--- config.mk ---
export PLATFORM = sky130hd
export DESIGN_NAME = nv_nvdla_mcif_write_ig_wrr_sched
export DESIGN_NICKNAME = d
export VERILOG_FILES = /design/src/rtl/nv_nvdla_mcif_write_ig_wrr_sched.sv
export SDC_FILE = /design/constraint.sdc
export NUM_CORES = 1
export LEC_CHECK = 0
export CELL_PAD_IN_SITES_DETAIL_PLACEMENT = 2
export CELL_PAD_IN_SITES_GLOBAL_PLACEMENT = 2
export CORE_MARGIN = 5
export CORE_UTILIZATION = 33
export DETAILED_ROUTE_END_ITERATION = 8
export GPL_TIMING_DRIVEN = 0
export PLACE_DENSITY = 0.78
export SKIP_LAST_GASP = 1
export SYNTH_ARGS = -nofsm -noshare
export SYNTH_HDL_FRONTEND = slang
export SYNTH_SLANG_ARGS = --single-unit
--- constraint.sdc ---
create_clock -name nvdla_core_clk -period 5.98 [get_ports nvdla_core_clk]
set_input_delay 1.794 -clock nvdla_core_clk [delete_from_list [all_inputs] [get_ports nvdla_core_clk]]
set_output_delay 1.794 -clock nvdla_core_clk [all_outputs]
set_load 0.05 [all_outputs]
--- src/rtl/nv_nvdla_mcif_write_ig_wrr_sched.sv ---
// Write-ingress weighted round-robin scheduler: picks one of sdp/pdp/cdp under an
// outstanding-beat credit limit, then routes that command's data beats.
module nv_nvdla_mcif_write_ig_wrr_sched (
    input  logic       nvdla_core_clk,
    input  logic       nvdla_core_rstn,
    input  logic [2:0] req_valid,
    input  logic [5:0] req_len,
    output logic [2:0] req_ready,
    input  logic [7:0] reg2dp_wr_weight_sdp,
    input  logic [7:0] reg2dp_wr_weight_pdp,
    input  logic [7:0] reg2dp_wr_weight_cdp,
    input  logic [7:0] reg2dp_wr_os_cnt,
    input  logic       eg2ig_axi_vld,
    input  logic [1:0] eg2ig_axi_len,
    output logic       gnt_valid,
    input  logic       gnt_ready,
    output logic [1:0] gnt_id,
    output logic [1:0] gnt_len,
    output logic       dat_busy,
    output logic [1:0] dat_sel,
    input  logic       dat_accept,
    output logic [8:0] os_used,
    output logic       os_err,
    output logic [1:0] fsm_state
);

    // gnt_valid/gnt_ready: a command transfers on any cycle where both are high;
    // gnt_id/gnt_len stay stable from gnt_valid rise until that cycle.
    typedef enum logic [1:0] {
        ST_IDLE = 2'd0,
        ST_CMD  = 2'd1,
        ST_DATA = 2'd2
    } state_t;

    state_t     state, state_nxt;
    logic [1:0] ptr;
    logic [7:0] wt_left [3];
    logic [7:0] wt_cfg  [3];
    logic [1:0] len_c   [3];
    logic [1:0] beat_cnt;
    logic [2:0] credit_ok, elig;
    logic       win_found, reload, arb_go, cmd_hs, last_beat, underflow;
    logic [1:0] win_id, scan_idx;
    logic [2:0] scan_sum;
    logic [9:0] os_limit, os_add, os_sub, os_sum;
    logic [8:0] os_next;

    assign wt_cfg[0] = reg2dp_wr_weight_sdp;
    assign wt_cfg[1] = reg2dp_wr_weight_pdp;
    assign wt_cfg[2] = reg2dp_wr_weight_cdp;
    assign len_c[0]  = req_len[1:0];
    assign len_c[1]  = req_len[3:2];
    assign len_c[2]  = req_len[5:4];
    assign os_limit  = {2'd0, reg2dp_wr_os_cnt} + 10'd1;

    always_comb begin
        credit_ok = 3'b000;
        elig      = 3'b000;
        for (int c = 0; c < 3; c++) begin
            credit_ok[c] = ({1'b0, os_used} + {8'd0, len_c[c]} + 10'd1) <= os_limit;
            elig[c]      = req_valid[c] && credit_ok[c] && (wt_left[c] != 8'd0);
        end
    end

    // Scan ptr, ptr+1, ptr+2 modulo 3; first eligible client wins.
    always_comb begin
        win_found = 1'b0;
        win_id    = 2'd0;
        scan_sum  = 3'd0;
        scan_idx  = 2'd0;
        for (int k = 0; k < 3; k++) begin
            scan_sum = {1'b0, ptr} + 3'(k);
            scan_idx = (scan_sum >= 3'd3) ? 2'(scan_sum - 3'd3) : scan_sum[1:0];
            if (!win_found && elig[scan_idx]) begin
                win_found = 1'b1;
                win_id    = scan_idx;
            end
        end
    end

    assign arb_go = (state == ST_IDLE) && win_found;
    assign reload = (state == ST_IDLE) && !win_found && |(req_valid & credit_ok);

    always_ff @(posedge nvdla_core_clk) begin
        if (!nvdla_core_rstn) state <= ST_IDLE;
        else                  state <= state_nxt;
    end

    always_comb begin
        state_nxt = state;
        gnt_valid = 1'b0;
        dat_busy  = 1'b0;
        req_ready = 3'b000;
        cmd_hs    = 1'b0;
        last_beat = 1'b0;
        case (state)
            ST_IDLE: if (win_found) state_nxt = ST_CMD;
            ST_CMD: begin
                gnt_valid = 1'b1;
                if (gnt_ready) begin
                    cmd_hs    = 1'b1;
                    req_ready = 3'b001 << gnt_id;
                    state_nxt = ST_DATA;
                end
            end
            ST_DATA: begin
                dat_busy = 1'b1;
                if (dat_accept && (beat_cnt == gnt_len)) begin
                    last_beat = 1'b1;
                    state_nxt = ST_IDLE;
                end
            end
            default: state_nxt = ST_IDLE;
        endcase
    end

    assign dat_sel   = dat_busy ? gnt_id : 2'd0;
    assign fsm_state = state;

    // Add and retire net out in one cycle; a retire larger than the total clamps to 0.
    always_comb begin
        os_add    = cmd_hs ? ({8'd0, gnt_len} + 10'd1) : 10'd0;
        os_sub    = eg2ig_axi_vld ? ({8'd0, eg2ig_axi_len} + 10'd1) : 10'd0;
        os_sum    = {1'b0, os_used} + os_add;
        underflow = os_sub > os_sum;
        os_next   = underflow ? 9'd0 : 9'(os_sum - os_sub);
    end

    always_ff @(posedge nvdla_core_clk) begin
        if (!nvdla_core_rstn) begin
            ptr      <= 2'd0;
            gnt_id   <= 2'd0;
            gnt_len  <= 2'd0;
            beat_cnt <= 2'd0;
            os_used  <= 9'd0;
            os_err   <= 1'b0;
            for (int c = 0; c < 3; c++) wt_left[c] <= 8'd0;
        end else begin
            if (arb_go) begin
                gnt_id          <= win_id;
                gnt_len         <= len_c[win_id];
                wt_left[win_id] <= wt_left[win_id] - 8'd1;
                if (wt_left[win_id] == 8'd1) ptr <= (win_id == 2'd2) ? 2'd0 : win_id + 2'd1;
            end else if (reload) begin
                for (int c = 0; c < 3; c++)
                    wt_left[c] <= (wt_cfg[c] == 8'd0) ? 8'd1 : wt_cfg[c];
            end
            if (state == ST_DATA && dat_accept)
                beat_cnt <= last_beat ? 2'd0 : beat_cnt + 2'd1;
            os_used <= os_next;
            if (underflow) os_err <= 1'b1;
        end
    end

endmodule

==> impl_results.md <==
* Top Ports at 71
* Initial Utilization at 33.28%
* Data arrival time of the worst path at 5.89 ns
* Critical-path cell list: dlygate4sd2_1 > inv_1 > ha_1 > fa_2 > nor2_1 > xor2_1 > ha_1 > nand4_1 > nor2_1 > nand2_1 > a31oi_4 > buf_4 > nand2_1 > and4b_4 > buf_6 > a221oi_4 > buf_4 > nor3b_4 > buf_4 > or3_1 > nand3_1
* Reg2reg end: wt_left[2][4]$_DFFE_PP_
* Mapped Avg Cell Area at 8.589 um^2
* Worst slew pin tran at 0.6841 ns
* Reg2reg path depth at 20
* HPWL after DPL at 12690 um
* Rows at 42
* Worst hold endpoint: os_err$_SDFFE_PN0P_
* NumNets Final at 712
* EDFF count, synth at 24
* Inserted Clock Buffers at 5
* Fmax achieved at 170.8 MHz
* I/O Buffers at 70
* Worst Hold Launch: os_err$_SDFFE_PN0P_
* Worst r2r src: os_used[5]$_SDFF_PP0_
* Routed wire per std cell at 22.14 um
* Die area at 15650 um^2
* Slew margin rel. at 54.28%
* Fillers at 1430
* Via/cell ratio at 5.554
* Hold_buf cts at 0
* Fin Setup TNS at 0 ns
* Final Hold Vio Count at 0
* Core Box Area at 13140 um^2
* Commonest non-fill, non-tap cell in the layout: clkdlybuf4s50_1
* Final period utilization at 97.88%
* Post-synthesis net count at 614
* Synth Flop Type: edfxtp_1
* CP max stage delay at 0.46 ns
* Register area share after synthesis at 25.64%
* Worst setup EP type: flip-flop
* TritonCTS clock tree: yes
* Sink Count at 44
* Worst R2R Setup Slack at 1.28 ns
* CP Launch Type: input port
* Hold Crit Class: flip-flop to flip-flop
* Final Util at 45.34%
* Synth area leaders: edfxtp_1 (16%), ha_1 (15%), dfxtp_1 (9.2%)
* CP max FO at 8
* Clock Tree Root: clkbuf_16
* ANT cells at 0
* Cell Area, Synth at 4372 um^2
* Number of antenna violations at the first check in global routing at 0
* Layout area overhead at 36.26%
* Crit path from: req_len[2]
* Ys async rst share at 0%
* P per Cell Area at 571.7 nW/um^2
* Share of cells above drive strength 1 at 18.26%
* Final WL at 17360 um
* Cell family with most CP delay: simple AND/OR/NAND/NOR gates
* Detailed-route via count at 4354
* First-pass GRT wire length at 26790 um
* Setup CP Type: input port to flip-flop
* Max IR drop VDD at 230.0 uV
* Die width at 125.1 um
* Drt first pass iters at 4
* Initial drt markers at 189
* Gpl congestion at 0.8804
* #FFs+latches synth at 44
* Cell taking the most area after synthesis: edfxtp_1
* RSZ-0062 raised after global routing: true
* H-tree depth at 2
* Max Root-Sink Buffers at 2
* Post-Synthesis Cells at 509
* Reg clk slew, reported paths at 0.06 ns
* Final Hold Slack at 0.4744 ns
* Worst hold path depth at 1
* Register area at 1121 um^2
* Worst path most repeated cell: buf_4
* Vias in the first global route at 4931
* Post-route DRC at 0
* Most frequent cells in the layout: clkdlybuf4s50_1 (64), nand2_1 (51), ha_1 (46), inv_1 (32), nor2_1 (31)
* Die height at 125.1 um
* Crit path time final at 5.853 ns
* Leakage at 0.002445 uW
* Status: finished clean
* Finish-stage setup viols at 0
* Top cell type's share of synthesized area at 16.49%
* Gr ovfl total at 0
* Crit-path slowest cell: fa_2
* Yosys cell types at 68
* DRT antenna net count at 0
* Maxcap violations at 0
* Worst Skew at 0.005176 ns
* Largest net degree at the start of global routing at 15
* Multi-input logic area at 3336 um^2
* Clk_lat worst skew at 0.30 ns
* Worst Path Buf+Inv at 6
* GRT Resource Usage Total at 21.16%
* Final Slew Violations at 0
* CP required at 6.02 ns
* Synth Warn # at 0
## worst reg2reg max path: cells and delay by family (launching register included)
family                   cells  cell delay [ns]
buffers and inverters        4             0.94
AO/OA/AOI/OAI                6             1.23
flip-flops                   1             0.37
adder cells (fa/ha/maj)      2             0.40
XOR/XNOR                     2             0.31
AND/OR/NAND/NOR              6             1.19
## layout make-up
type | count | share of cell area, %
clock inverter | 2 | 0.2731
buffer | 19 | 1.932
sequential | 44 | 18.82
tap | 176 | 3.697
multi-input combinational | 409 | 56.00
inverter | 34 | 2.142
timing repair buffer | 94 | 14.98
clock buffer | 6 | 2.163
## worst max-delay path by stage
stage                                          to  cells after the start
final                     wt_left[2][7]$_DFFE_PP_                     21
after global routing      wt_left[2][6]$_DFFE_PP_                     19
after CTS                 wt_left[2][4]$_DFFE_PP_                     23
after detailed placement  wt_left[2][4]$_DFFE_PP_                     17
after global placement    wt_left[2][6]$_DFFE_PP_                     17
after floorplan           wt_left[0][6]$_DFFE_PP_                     17
## cell usage after synthesis, types with 9 or more instances
cell	n
a21oi_1	15
a22o_1	15
buf_2	9
dfxtp_1	20
edfxtp_1	24
ha_1	52
inv_1	33
nand2_1	52
nand3_1	25
nand4_1	10
nor2_1	37
nor2b_1	14
o21ai_0	23
xnor2_1	28
xor2_1	16
## cells by family (layout without fill, tap and decap cells)
kind of cell / after synthesis / count (layout) / share of synthesized area, %
AO/OA/AOI/OAI: 110 / 110 / 18.92
XOR/XNOR: 45 / 45 / 9.187
AND/OR/NAND/NOR: 195 / 195 / 23.04
multiplexers: 2 / 2 / 0.4579
flip-flops: 44 / 44 / 25.64
adder cells (fa/ha/maj): 57 / 57 / 17.17
buffers and inverters: 56 / 155 / 5.581
## power by group
group | total [uW] | switching, uW | internal [uW]
clock | 282 | 126 | 156
combinational | 2530 | 1490 | 1030
sequential | 598 | 121 | 477
total | 3410 | 1740 | 1670
## sequential cells by signal, indices dropped and copies added (netlist names)
signal,cells
beat_cnt,2
wt_left,24
fsm_state,2
os_err,1
os_used,9
ptr,2
gnt_len,2
gnt_id,2
## layer usage
layer	track usage, %	wire length [um]	vias up	share of wire, %
met5	0	0	-	0
met2	38.41	9075	96	52
met3	3.923	576	34	3.3
met1	24.34	7084	2174	41
met4	8.801	622	0	3.6
li1	-	-	2050	-
## through the flow
stage | cell area [um^2] | worst slack [ns] | power [uW] | cells
3_3_place_gp | 5293 | -1.054 | 2510 | 755
4_1_cts | 5743 | 0.002282 | 3195 | 780
2_1_floorplan | 4372 | 0.4335 | 1927 | 509
5_1_grt | 5957 | -0.1139 | 3613 | 784
3_5_place_dp | 5293 | -1.150 | 2595 | 755
6_report | 5957 | 0.1266 | 3406 | 784
## repair_timing
action	4_1_cts	5_1_grt
endpoints found under the setup margin	55	51
setup buffers	18	6
resized for setup	39	41
pin swaps	13	30
Power figures use the tool's default switching activity.
